## config.mk

```make
export PLATFORM = sky130hd
export DESIGN_NAME = fan_sum_collector
export DESIGN_NICKNAME = d
export VERILOG_FILES = /design/src/rtl/fan_sum_collector.sv
export SDC_FILE = /design/constraint.sdc
export NUM_CORES = 1
export LEC_CHECK = 0
export CAP_MARGIN = 40
export CORE_MARGIN = 5
export CORE_UTILIZATION = 55
export CTS_BUF_LIST = sky130_fd_sc_hd__clkbuf_2
export DETAILED_ROUTE_END_ITERATION = 8
export PLACE_DENSITY = 0.95
export SYNTH_ARGS = -nofsm -noshare
export SYNTH_HDL_FRONTEND = slang
export SYNTH_SLANG_ARGS = --single-unit
```

## constraint.sdc

```tcl
create_clock -name clk -period 4 [get_ports clk]
set_input_delay 0.8 -clock clk [delete_from_list [all_inputs] [get_ports clk]]
set_output_delay 0.8 -clock clk [all_outputs]
set_load 0.005 [all_outputs]
```

## src/rtl/fan_sum_collector.sv

```systemverilog
// FAN reduction-tree collector: buffers one batch of N-1 partial sums and streams the valid ones out
// lowest node index first. Define FAN_COLLECT_CNT_EN to add the perf_count emitted-result counter.
module fan_sum_collector #(
  parameter int N = 4,
  parameter int W = 8,
  parameter int V = 3,
  parameter int S = W + $clog2(N)
) (
  input  logic                    clk,
  input  logic                    rst,
  input  logic                    in_valid,
  output logic                    in_ready,
  input  logic [N-2:0][S-1:0]     in_sums,
  input  logic [N-2:0]            in_sum_valids,
  input  logic [N-2:0][V-1:0]     in_sum_ids,
  output logic                    out_valid,
  input  logic                    out_ready,
  output logic [S-1:0]            out_sum,
  output logic [V-1:0]            out_id,
  output logic [$clog2(N-1)-1:0]  out_idx,
  output logic                    out_last
`ifdef FAN_COLLECT_CNT_EN
  , output logic [31:0]           perf_count
`endif
);

  localparam int IW = $clog2(N-1);
  localparam int M  = N - 1;

  typedef enum logic [0:0] {IDLE = 1'b0, DRAIN = 1'b1} state_t;

  function automatic logic [IW-1:0] lowest_idx(input logic [M-1:0] m);
    lowest_idx = {IW{1'b0}};
    for (int i = M - 1; i >= 0; i--) begin
      if (m[i]) lowest_idx = IW'(i);
    end
  endfunction

  state_t              state_q, state_d;
  logic [M-1:0]        mask_q, mask_d;
  logic [M-1:0][S-1:0] sums_q, sums_d;
  logic [M-1:0][V-1:0] ids_q, ids_d;
  logic                out_valid_q, out_valid_d;
  logic [S-1:0]        out_sum_q, out_sum_d;
  logic [V-1:0]        out_id_q, out_id_d;
  logic [IW-1:0]       out_idx_q, out_idx_d;
  logic                out_last_q, out_last_d;
  logic [IW-1:0]       sel;
  logic                accept;
  logic                handshake;

  assign handshake = out_valid_q && out_ready;
  assign in_ready  = (state_q == IDLE) || (handshake && out_last_q);
  assign accept    = in_valid && in_ready;

  // Outputs are registered from the post-edge mask, so the first result shows the cycle after accept.
  always_comb begin
    state_d     = state_q;
    sums_d      = sums_q;
    ids_d       = ids_q;
    mask_d      = mask_q;
    out_valid_d = 1'b0;
    out_sum_d   = {S{1'b0}};
    out_id_d    = {V{1'b0}};
    out_idx_d   = {IW{1'b0}};
    out_last_d  = 1'b0;
    if (accept) begin
      mask_d = in_sum_valids;
      sums_d = in_sums;
      ids_d  = in_sum_ids;
    end else if (handshake) begin
      mask_d = mask_q & ~(M'(1'b1) << out_idx_q);
    end else begin
      mask_d = mask_q;
    end
    sel = lowest_idx(mask_d);
    if (mask_d != {M{1'b0}}) begin
      state_d     = DRAIN;
      out_valid_d = 1'b1;
      out_sum_d   = sums_d[sel];
      out_id_d    = ids_d[sel];
      out_idx_d   = sel;
      out_last_d  = ((mask_d & (mask_d - M'(1'b1))) == {M{1'b0}});
    end else begin
      state_d = IDLE;
    end
  end

  // State, batch buffer and registered output stage.
  always_ff @(posedge clk or posedge rst) begin
    if (rst) begin
      state_q     <= IDLE;
      mask_q      <= {M{1'b0}};
      sums_q      <= '0;
      ids_q       <= '0;
      out_valid_q <= 1'b0;
      out_sum_q   <= {S{1'b0}};
      out_id_q    <= {V{1'b0}};
      out_idx_q   <= {IW{1'b0}};
      out_last_q  <= 1'b0;
    end else begin
      state_q     <= state_d;
      mask_q      <= mask_d;
      sums_q      <= sums_d;
      ids_q       <= ids_d;
      out_valid_q <= out_valid_d;
      out_sum_q   <= out_sum_d;
      out_id_q    <= out_id_d;
      out_idx_q   <= out_idx_d;
      out_last_q  <= out_last_d;
    end
  end

  assign out_valid = out_valid_q;
  assign out_sum   = out_sum_q;
  assign out_id    = out_id_q;
  assign out_idx   = out_idx_q;
  assign out_last  = out_last_q;

`ifdef FAN_COLLECT_CNT_EN
  logic [31:0] perf_q;

  // Emitted-result counter; wraps naturally at 2^32.
  always_ff @(posedge clk or posedge rst) begin
    if (rst) begin
      perf_q <= 32'd0;
    end else if (handshake) begin
      perf_q <= perf_q + 32'd1;
    end else begin
      perf_q <= perf_q;
    end
  end

  assign perf_count = perf_q;
`endif

endmodule

```

==> qor.csv <==
stage,metric,value,unit
run_status,status,finished clean,
logic_synthesis,ys_top_cells_by_area,"dfrtp_1, nand2_1, mux2i_1",
floorplanning,coreArea,4750,um^2
route,drt_iter0_markers,193,
pwr,ir_worst_vdd,0.295,mV
clocking,post_cts_resize_count,0,
final_layout,final_cell_mix,"nand2_1, clkdlybuf4s50_1, dfrtp_1, mux2i_1",
min_path,worstHoldPathType,reg -> reg,
global_routing,grt_max_degree,66,
placement,place_ws,1050,ps
clocking,cts_tree,built,
clocking,clockRootBuffer,clkbuf_2,
route,ant_nets,0,
clocking,ctsHoldBuffers,0,
logic_synthesis,synth_warnings,0,
worst_setup_path,worst-endpoint-arrival,2090,ps
floorplanning,fp.dieArea,6470,um^2
floorplanning,fp.dieW,80.4,um
route,vias,2220,
clocking,cts.sinks,59,
worst_setup_path,critPathMaxFanout,4,
logic_synthesis,post-synth-top-area-fraction,0.541,
sta,finalSetupViolations,0,
global_routing,grt_pass1_vias,2142,
sta,min_period_over_period,0.722,
pwr,total_power,2.44,mW
final_layout,antenna_cells,0,
logic_synthesis,syn_inst,282,
route,drc,0,
logic_synthesis,netlist_area,2730,um^2
sta,setup_tns,0,ps
pwr,powerDensity,704,nW/um^2
clocking,cts.htree.levels,3,
sta,maxSlewHeadroom,0.380,
clocking,cts_buffers,9,
floorplanning,start_util,0.574,
sta,finalMaxSlewViolations,0,
worst_setup_path,worstSetupPathType,in -> out,
clocking,postCtsSetupBuffers,0,
sta,rsz0062_at_grt,false,
final_layout,drive_above_1_share,0.0951,
clocking,clk-insertion-delay-late,480,ps
floorplanning,num_io_pins,64,
global_routing,grt-ovfl-total,0,
final_layout,fin_nets,389,
floorplanning,rows,25,
worst_setup_path,critPathRequiredTime,3200,ps
route,routed_via_density,5.36,
logic_synthesis,syn_area_per_cell,9.67,um^2
worst_setup_path,cp-start-kind,primary input,
logic_synthesis,ys_types,32,
floorplanning,die_y,80.4,um
placement,dpl.hpwl,4630,um
sta,worstMarginPinSlew,929,ps
route,routedWlPerCell,15.9,um
global_routing,grt_pass1_wl,10500,um
final_layout,mostFrequentLayoutCell,nand2_1,
logic_synthesis,ys_ff_latch,59,
final_layout,area_growth,26.9,%
route,drt_first_pass_iters,5,
clocking,clockBufferDepth,2,
logic_synthesis,synth_nets,328,
pwr,leakage,1.72,nW
logic_synthesis,synth_top_area_cell,dfrtp_1,
global_routing,antenna_found_initial,0,
placement,port_buffers,63,
job,maxCapViolations,0,
sta,fmax,346,MHz
sta,hold_viol,0,
sta,fin_skew,21.1,ps
placement,gp_congestion,0.830,
clocking,clkTransAtPathRegs,140,ps
final_layout,nFillCells,352,
sta,finalWorstSetupSlack,1110,ps
global_routing,track_usage,0.219,
logic_synthesis,yosysSeqAreaShare,0.541,
route,totalWireLength,6580,um
worst_setup_path,endpoint_kind,output port,
sta,fin_crit,2890,ps
-- final timing paths --
path | startpoint | to | slack, ps | cells past startpoint
setup / recovery | out_ready | in_ready | 1110 | 3
hold / removal | sums_q[23] | sums_q[23] | 490 | 2
setup reg to reg | out_valid | out_last | 1910 | 6
hold reg to reg | sums_q[23] | sums_q[23] | 490 | 2
max in group asynchronous | rst | out_sum[4] | 2420 | 3
min in group asynchronous | rst | out_idx[1] | 770 | 2
-- layout make-up --
| class | instances | area (um^2) | area share |
|---|---|---|---|
| multi-input combinational | 198 | 1140 | 0.328 |
| clock buffer | 10 | 50.0 | 0.0145 |
| inverter | 7 | 26.3 | 0.00759 |
| clock inverter | 5 | 21.3 | 0.00614 |
| tap | 67 | 83.8 | 0.0242 |
| sequential | 59 | 1480 | 0.426 |
| timing repair buffer | 68 | 668 | 0.193 |
-- cells in the mapped netlist, drive strengths merged --
| library cell | instances |
|---|---|
| a211oi | 14 |
| a21bo | 1 |
| a21o | 12 |
| a21oi | 4 |
| a221oi | 12 |
| a22o | 1 |
| a32oi | 1 |
| and2 | 2 |
| and4b | 2 |
| buf | 12 |
| clkbuf | 6 |
| dfrtp | 59 |
| inv | 7 |
| mux2 | 1 |
| mux2i | 14 |
| nand2 | 122 |
| nand3b | 1 |
| nor2 | 2 |
| nor2b | 1 |
| nor3 | 1 |
| o21a | 1 |
| o21ai | 3 |
| o22ai | 1 |
| o31ai | 1 |
| xnor2 | 1 |
-- sequential cells by signal (all words and copies together), names as in the netlist --
register   flops
sums_q        30
mask_q         3
ids_q          9
out_id         3
out_valid      1
out_sum       10
out_last       1
out_idx        2
-- critical path: stages --
cell,delay [ps]
clkdlybuf4s50_1,570
a21bo_2,210
clkdlybuf4s50_1,510
-- through the flow --
step	hold slack [ps]	area (um^2)	cells	util
5_1_grt	515	3460	414	0.728
3_3_place_gp	453	3390	399	0.713
4_1_cts	494	3460	414	0.728
3_5_place_dp	462	3390	399	0.713
2_1_floorplan	441	2730	282	-
6_report	493	3460	414	0.728
-- report_power, final --
part / leakage (nW) / total, mW / internal [mW] / switching (mW)
Sequential: 0.735 / 1.01 / 0.875 / 0.137
Combinational: 0.932 / 1.15 / 0.539 / 0.607
Clock: 0.0541 / 0.281 / 0.0731 / 0.208
Total: 1.72 / 2.44 / 1.49 / 0.951
-- kinds of logic (layout without fill, tap and decap cells) --
kind of cell	after synthesis	count (layout)	share of synthesized area
simple gates	131	131	0.195
flops	59	59	0.541
compound gates	51	51	0.161
buf+inv	25	90	0.0431
mux	15	15	0.0555
xor+xnor	1	1	0.00321
-- layer usage --
| metal | GRT usage | vias up | part of all wire |
|---|---|---|---|
| met2 | 0.332 | 99 | 0.48 |
| met3 | 0.0336 | 21 | 0.058 |
| li1 | - | 1065 | - |
| met5 | 0 | - | 0 |
| met4 | 0.133 | 0 | 0.027 |
| met1 | 0.295 | 1035 | 0.43 |
Note: power is estimated with default switching activity, not from simulation.
